===== src/rtl/wen_decoder_sweep_if.sv =====
// Write-port bundle between the write control logic and the enable decoder.
// Carries the write request, the clear request and all registered decoder outputs.
// The decoder side uses the slave modport; the requester side uses master.
interface wen_decoder_sweep_if #(
  parameter int ADDR_W = 5
);
  localparam int NUM_OUT = 1 << ADDR_W;

  logic               wr_en;
  logic [ADDR_W-1:0]  wr_addr;
  logic               clear_req;
  logic [NUM_OUT-1:0] wen;
  logic [ADDR_W-1:0]  wen_idx;
  logic               sweep_active;
  logic               busy;
  logic               clear_done;
  logic               wr_dropped;

  modport master (
    output wr_en, wr_addr, clear_req,
    input  wen, wen_idx, sweep_active, busy, clear_done, wr_dropped
  );

  modport slave (
    input  wr_en, wr_addr, clear_req,
    output wen, wen_idx, sweep_active, busy, clear_done, wr_dropped
  );
endinterface


===== src/rtl/wen_decoder_sweep.sv =====
// Registered one-hot write-enable decoder with optional hard-wired zero register and clear sweep.
// Latency: 1 cycle from wr_en/clear_req to wen; a sweep emits one entry per cycle.
// No backpressure: writes arriving during a sweep (or losing to clear) are dropped and flagged.
module wen_decoder_sweep #(
  parameter int ADDR_W   = 5,
  parameter int NUM_OUT  = (1 << ADDR_W),
  parameter int ZERO_REG = 1
) (
  input logic             clk,
  input logic             reset,
  wen_decoder_sweep_if.slave bus
);

  // Top index is the zero register when ZERO_REG is set; the sweep stops just below it.
  localparam logic [ADDR_W-1:0] MASK_IDX = ADDR_W'(NUM_OUT - 1);
  localparam logic [ADDR_W-1:0] LAST_IDX = (ZERO_REG != 0) ? ADDR_W'(NUM_OUT - 2)
                                                           : ADDR_W'(NUM_OUT - 1);

  typedef enum logic {IDLE, SWEEP} state_t;

  state_t            state;
  logic [ADDR_W-1:0] cnt;
  logic [ADDR_W-1:0] cnt_nxt;
  logic              addr_masked;

  // Next sweep index and zero-register detection for the incoming write address.
  always_comb begin
    cnt_nxt     = cnt + ADDR_W'(1);
    addr_masked = (ZERO_REG != 0) && (bus.wr_addr == MASK_IDX);
  end

  // Control FSM; state always mirrors what the registered outputs currently show.
  always_ff @(posedge clk) begin
    if (reset) begin
      state            <= IDLE;
      cnt              <= '0;
      bus.wen          <= '0;
      bus.wen_idx      <= '0;
      bus.sweep_active <= 1'b0;
      bus.busy         <= 1'b0;
      bus.clear_done   <= 1'b0;
      bus.wr_dropped   <= 1'b0;
    end else begin
      bus.clear_done <= 1'b0;
      bus.wr_dropped <= 1'b0;
      case (state)
        IDLE: begin
          if (bus.clear_req) begin
            // Clear wins over a same-cycle write; first swept entry is index 0.
            state            <= SWEEP;
            cnt              <= '0;
            bus.wen          <= NUM_OUT'(1);
            bus.wen_idx      <= '0;
            bus.sweep_active <= 1'b1;
            bus.busy         <= 1'b1;
            bus.clear_done   <= (LAST_IDX == '0);
            bus.wr_dropped   <= bus.wr_en;
          end else if (bus.wr_en && !addr_masked) begin
            bus.wen          <= NUM_OUT'(1) << bus.wr_addr;
            bus.wen_idx      <= bus.wr_addr;
            bus.sweep_active <= 1'b0;
            bus.busy         <= 1'b0;
          end else begin
            // No write, or a silent discard to the zero register.
            bus.wen          <= '0;
            bus.wen_idx      <= '0;
            bus.sweep_active <= 1'b0;
            bus.busy         <= 1'b0;
          end
        end
        SWEEP: begin
          bus.wr_dropped <= bus.wr_en;
          if (cnt == LAST_IDX) begin
            // Terminal compare: leave one quiet IDLE cycle, never wrap the counter.
            state            <= IDLE;
            bus.wen          <= '0;
            bus.wen_idx      <= '0;
            bus.sweep_active <= 1'b0;
            bus.busy         <= 1'b0;
          end else begin
            cnt              <= cnt_nxt;
            bus.wen          <= NUM_OUT'(1) << cnt_nxt;
            bus.wen_idx      <= cnt_nxt;
            bus.sweep_active <= 1'b1;
            bus.busy         <= 1'b1;
            bus.clear_done   <= (cnt_nxt == LAST_IDX);
          end
        end
        default: begin
          state <= IDLE;
        end
      endcase
    end
  end

endmodule

===== src/flat_wrapper.sv =====
// flat-port wrapper written by rule: the top's interface ports become plain ports
module wen_decoder_sweep_flat 
#(
  parameter int ADDR_W   = 5,
  parameter int NUM_OUT  = (1 << ADDR_W),
  parameter int ZERO_REG = 1
)
  (clk, reset, bus_wr_en, bus_wr_addr, bus_clear_req, bus_wen, bus_wen_idx, bus_sweep_active, bus_busy, bus_clear_done, bus_wr_dropped);
  wen_decoder_sweep_if #(.ADDR_W(ADDR_W)) bus_i ();
  input logic clk;
  input logic reset;
  input wire logic [$bits(bus_i.wr_en)-1:0] bus_wr_en;
  input wire logic [$bits(bus_i.wr_addr)-1:0] bus_wr_addr;
  input wire logic [$bits(bus_i.clear_req)-1:0] bus_clear_req;
  output wire logic [$bits(bus_i.wen)-1:0] bus_wen;
  output wire logic [$bits(bus_i.wen_idx)-1:0] bus_wen_idx;
  output wire logic [$bits(bus_i.sweep_active)-1:0] bus_sweep_active;
  output wire logic [$bits(bus_i.busy)-1:0] bus_busy;
  output wire logic [$bits(bus_i.clear_done)-1:0] bus_clear_done;
  output wire logic [$bits(bus_i.wr_dropped)-1:0] bus_wr_dropped;
  assign bus_i.wr_en = bus_wr_en;
  assign bus_i.wr_addr = bus_wr_addr;
  assign bus_i.clear_req = bus_clear_req;
  assign bus_wen = bus_i.wen;
  assign bus_wen_idx = bus_i.wen_idx;
  assign bus_sweep_active = bus_i.sweep_active;
  assign bus_busy = bus_i.busy;
  assign bus_clear_done = bus_i.clear_done;
  assign bus_wr_dropped = bus_i.wr_dropped;
  wen_decoder_sweep #(.ADDR_W(ADDR_W), .NUM_OUT(NUM_OUT), .ZERO_REG(ZERO_REG)) u_core (.clk(clk), .reset(reset), .bus(bus_i));
endmodule

===== config.mk =====
export PLATFORM = sky130hd
export DESIGN_NAME = wen_decoder_sweep_flat
export DESIGN_NICKNAME = d
export VERILOG_FILES = /design/src/rtl/wen_decoder_sweep_if.sv /design/src/rtl/wen_decoder_sweep.sv /design/src/flat_wrapper.sv
export SDC_FILE = /design/constraint.sdc
export NUM_CORES = 1
export LEC_CHECK = 0
export CAP_MARGIN = 15
export CORE_MARGIN = 4
export CORE_UTILIZATION = 43
export CTS_BUF_LIST = sky130_fd_sc_hd__clkbuf_8
export CTS_CLUSTER_SIZE = 24
export DETAILED_ROUTE_END_ITERATION = 10
export PLACE_DENSITY_LB_ADDON = 0.15
export REMOVE_ABC_BUFFERS = 1
export SLEW_MARGIN = 20
export SYNTH_ARGS = -nofsm -noshare
export SYNTH_HDL_FRONTEND = slang
export SYNTH_SLANG_ARGS = --single-unit
export TNS_END_PERCENT = 10

===== constraint.sdc =====
create_clock -name clk -period 1.8 [get_ports clk]
set_clock_uncertainty 0.05 [all_clocks]
set_input_delay 0.54 -clock clk [delete_from_list [all_inputs] [get_ports clk]]
set_output_delay 0.54 -clock clk [all_outputs]
set_load 0.05 [all_outputs]

* Word-level counts from Yosys, hierarchy flattened
Index checks and enable logic that the tools add are counted.
Widths: inputs -> output; s select.
** Word-level totals
- Register bits :: 45
- Bits in latches :: 0
- RAM bits :: 0
- ROM bits :: 0
- Input bits :: 9
- Output and inout port bits :: 41
- Logic and storage cells :: 36
- Memories kept :: 0
** Operators by class
- $add $sub $neg :: 1
- Multiply operators :: 0
- Div/mod/pow operators :: 0
- Order comparisons :: 0
- Equal/unequal tests :: 5
- Shift-type cells :: 2
- Multiplexer cells :: 18
- Bitwise logic cells :: 1
- Reductions and logical operators :: 3
** Operator list (number)
- $mux 32 :: 3
- $pmux 32 s2 :: 1
- $shl 1x5->32 const A :: 2
- $mux 5 :: 5
- $pmux 5 s2 :: 2
- $eq 5x5->1 const B :: 3
- $pmux 1 s2 :: 3
- $add 5x1->5 const B :: 1
- $mux 1 :: 4
- $ne 2x2->1 const B :: 2
- $reduce_and 2->1 :: 1
- $logic_and 1x1->1 :: 1
- $logic_not 1->1 :: 1
- $not 1->1 :: 1

* Depth between registers and ports, before layout
- Word-level depth :: 6
- Gate-level depth with buffers :: 7
- Depth with buffers taken out :: 6

* Worst setup path after synthesis
No wires, ideal clock.
- Path kind :: register to register
- From :: reg u_core.state
- To :: reg u_core.bus.wen[18]
- Library setup time :: 0.076 ns
- Arrival time :: 1.548 ns
- Data required time :: 1.674 ns
- Setup slack :: 0.126 ns
- Cell stages (with the launch flop) :: 6
- Buffers on the path :: 2
- Cells stage by stage :: dfxtp_1 -> buf_2 -> and3b_2 -> buf_2 -> nand3_1 -> o22ai_1
** On the way
- Longest elaborated chain between the ends :: 2
** RTL lines
- start, declared :: RTL line wen_decoder_sweep.sv:21 : state_t state;
- start signal, assigned :: RTL line wen_decoder_sweep.sv:35 : state <= IDLE;
- start signal, assigned :: RTL line wen_decoder_sweep.sv:50 : state <= SWEEP;
- start signal, assigned :: RTL line wen_decoder_sweep.sv:75 : state <= IDLE;
- $not 1->1 :: RTL line wen_decoder_sweep.sv:46 : case (state)
- $pmux 32 s2 * :: RTL line wen_decoder_sweep.sv:46
- end signal, assigned :: RTL line wen_decoder_sweep.sv:59 : bus.wen <= NUM_OUT'(1) << bus.wr_addr;
- end signal, assigned :: RTL line wen_decoder_sweep.sv:82 : bus.wen <= NUM_OUT'(1) << cnt_nxt;
- end, declared :: RTL line wen_decoder_sweep_if.sv:26 : output wen, wen_idx, sweep_active, busy, clear_done, wr_dropped
Mark *: on every way between the ends. The rest lies on a longest branch, timed or not.
A chain may end at the register's enable or synchronous reset.

==> results.sh <==
export IMPL_status="finished, final reports clean"
export IMPL_core_mm2=0.00374
export IMPL_synth_top_area_cell="dfxtp_1"
export IMPL_ios=50
export IMPL_cp_data_arrival_time_ps=1920
export IMPL_clockRootBuffer="clkbuf_8"
export IMPL_synth_cell_types=34
export IMPL_synth_top_area_share_pct=53.3
export IMPL_drt_total_wl_um=4750
export IMPL_p_per_area_mw_per_mm2=668
export IMPL_ff_latch_area_um2=902
export IMPL_cts_tree="built"
export IMPL_track_usage_pct=20.5
export IMPL_critical_path_class="primary input to flop"
export IMPL_synth_main_ff_cell="dfxtp_1"
export IMPL_cap_violations=0
export IMPL_drv_slew=0
export IMPL_crit_fanout=4
export IMPL_holdPathEnd="u_core.cnt[0]"
export IMPL_cts_resized=0
export IMPL_clkLatencyLatePin_ps=300
export IMPL_r2r_cells=5
export IMPL_hold_viol_final=0
export IMPL_layout_common_cells="dfxtp_1 (44), buf_12 (41), o22ai_1 (30)"
export IMPL_cts_hold_buf=0
export IMPL_nets=252
export IMPL_cts_buffers=5
export IMPL_synthMuxAreaShare_pct=0.592
export IMPL_rows=22
export IMPL_post_cts_buffers=0
export IMPL_n_antenna_cell=0
export IMPL_final_common_cell="dfxtp_1"
export IMPL_yosys_warnings=0
export IMPL_synthXorXnorAreaFrac_pct=2.59
export IMPL_fin_tns_setup_ps=0
export IMPL_peakVddDrop_v=0.000454
export IMPL_seq_power_share_pct=54.4
export IMPL_hold_path_depth=2
export IMPL_grt_overflow=0
export IMPL_critPathCaptureType="flop"
export IMPL_synth_seq_cells=45
export IMPL_grt_pass1_vias=1628
export IMPL_grt_start_max_net_pins=15
export IMPL_p_sw_share_pct=26.1
export IMPL_yosys_top_cells_area="dfxtp_1 (53%), o22ai_1 (11%), ha_1 (3.7%)"
export IMPL_synth_top_family_by_area="simple AND/OR/NAND/NOR gates"
export IMPL_clockBufferDepth=2
export IMPL_hold_start="u_core.cnt[0]"
export IMPL_period_needed_ps=1760
export IMPL_die_w_um=70.7
export IMPL_stdcell_count=287
export IMPL_crit_required_ps=1960
export IMPL_portBuffers=49
export IMPL_cp_start_kind="primary input"
export IMPL_path_clk_slew_ps=80
export IMPL_final_area_mm2=0.00284
export IMPL_dr_pass1_iters=5
export IMPL_place_gp_congestion=0.922
export IMPL_start_util_pct=45.2
export IMPL_synth_edff_count=0
export IMPL_hold_path_class="flop to flop"
export IMPL_p_sw_mw=0.496
export IMPL_antenna_left=0
export IMPL_num_fill_cells=259
export IMPL_fmax_ghz=0.569
export IMPL_r2r_start="u_core.cnt[0]"
export IMPL_slew_headroom_pct=75.2
export IMPL_rrSetupSlack_ps=90
export IMPL_dieArea_mm2=0.00500
export IMPL_setup_viol=0
export IMPL_total_power_mw=1.90
export IMPL_hpwl_um=3690
export IMPL_r2r_end="u_core.bus.wen[4]"
export IMPL_yosys_area_share_simple_pct=17.5
export IMPL_die_y_um=70.7
export IMPL_grt_pass1_wl_um=8150
export IMPL_num_vias=1644
export IMPL_worstMarginPinSlew_ps=372
export IMPL_cts_sinks=45
export IMPL_via_per_inst=5.73
export IMPL_internal_power_mw=1.40
export IMPL_drt_iter0_drc=109
export IMPL_rsz0062_at_grt="true"
export IMPL_hold_worst_slack_ps=523
export IMPL_wl_per_cell_um=16.5
export IMPL_async_reset_ff_share_pct=0
export IMPL_place_area_mm2=0.00274
export IMPL_synth_avg_cell_area_um2=9.83
export IMPL_total_leakage_power_nw=1.08
export IMPL_drc=0
export IMPL_yosysSeqAreaShare_pct=53.3
export IMPL_drive_gt1_share_pct=33.5
export IMPL_dpl_cell_count=279
export IMPL_post_route_period_util_pct=97.6
export IMPL_area_delta_synth_final_pct=68.0
export IMPL_multi_input_area_um2=713
export IMPL_htreeDepth=2
export IMPL_antenna_found_initial=0
export IMPL_synthCells=172
export IMPL_synth_fa_ha_area_share_pct=3.70
export IMPL_p_clk_share_pct=32.1
export IMPL_power_frac_comb_pct=13.5
export IMPL_synth_compound_area_share_pct=17.2
export IMPL_synth_area_mm2=0.00169
==> cell type report <==
cell class | count | area share, %
Clock inverter | 3 | 0.661
Multi-Input combinational cell | 112 | 25.1
Tap cell | 48 | 2.11
Sequential cell | 45 | 31.8
Clock buffer | 5 | 2.42
Timing Repair Buffer | 71 | 37.5
Inverter | 3 | 0.396
==> critical path: stages <==
cell	delay [ps]
clkdlybuf4s50_1	450
nand2b_1	220
nor4_2	180
buf_4	190
nand2_1	100
o22ai_1	240
==> through the flow <==
stage	setup WS (ps)	utilization, %
final	42.9	75.9
after global routing	-11.2	75.9
after CTS	19.0	75.6
after detailed placement	-230	73.2
after global placement	-156	73.2
after floorplan	-125	-
==> worst max path at each step <==
stage | slack (ps) | endpoint | cells after the start | startpoint
after floorplan | -120 | u_core.bus.wen[18] | 3 | u_core.state
after global placement | -160 | u_core.bus.wen[18] | 5 | reset
after detailed placement | -230 | u_core.bus.wen[4] | 6 | reset
after CTS | 20 | bus_sweep_active | 1 | u_core.state
after global routing | -10 | u_core.bus.wen[4] | 6 | reset
final | 40 | u_core.bus.wen[4] | 6 | reset
==> cells in the mapped netlist (all sizes together) (2+ instances only) <==
master,number
nand4,2
xnor2,2
nor2,10
o22ai,30
dfxtp,45
nand2,16
inv,3
nor2b,3
a31oi,2
nand3,12
clkbuf,3
nand2b,5
a22oi,2
xor2,3
ha,5
nor4,2
a21oi,7
buf,9
==> logic make-up (layout without fill, tap and decap cells) <==
logic type,after synthesis,after routing
flip-flops,45,45
AO/OA/AOI/OAI,45,45
XOR/XNOR,5,5
adder cells (fa/ha/maj),5,5
buffers and inverters,15,82
multiplexers,1,1
AND/OR/NAND/NOR,56,56
==> registers in the layout, summed over array words and instances, names as in the netlist <==
name	count
u_core.cnt	5
u_core.bus.wen	32
u_core.bus.wr_dropped	1
u_core.bus.clear_done	1
u_core.state	1
u_core.bus.wen_idx	5
==> power by group through the flow <==
| stage | Combinational (mW) | Clock (mW) | Sequential, mW |
|---|---|---|---|
| after floorplan | 0.0609 | 0 | 1.10 |
| after global placement | 0.248 | 0 | 1.05 |
| after detailed placement | 0.254 | 0 | 1.05 |
| after CTS | 0.254 | 0.621 | 1.03 |
| after global routing | 0.270 | 0.679 | 1.03 |
| final | 0.256 | 0.609 | 1.03 |
==> per-layer routing <==
layer / GRT usage (%) / wire length (µm) / up-vias
met5: 0 / 0 / -
met4: 11.9 / 146 / 0
met3: 6.25 / 440 / 14
met2: 34.3 / 2490 / 99
met1: 23.0 / 1670 / 783
li1: - / - / 748
Power figures use the tool's default switching activity.
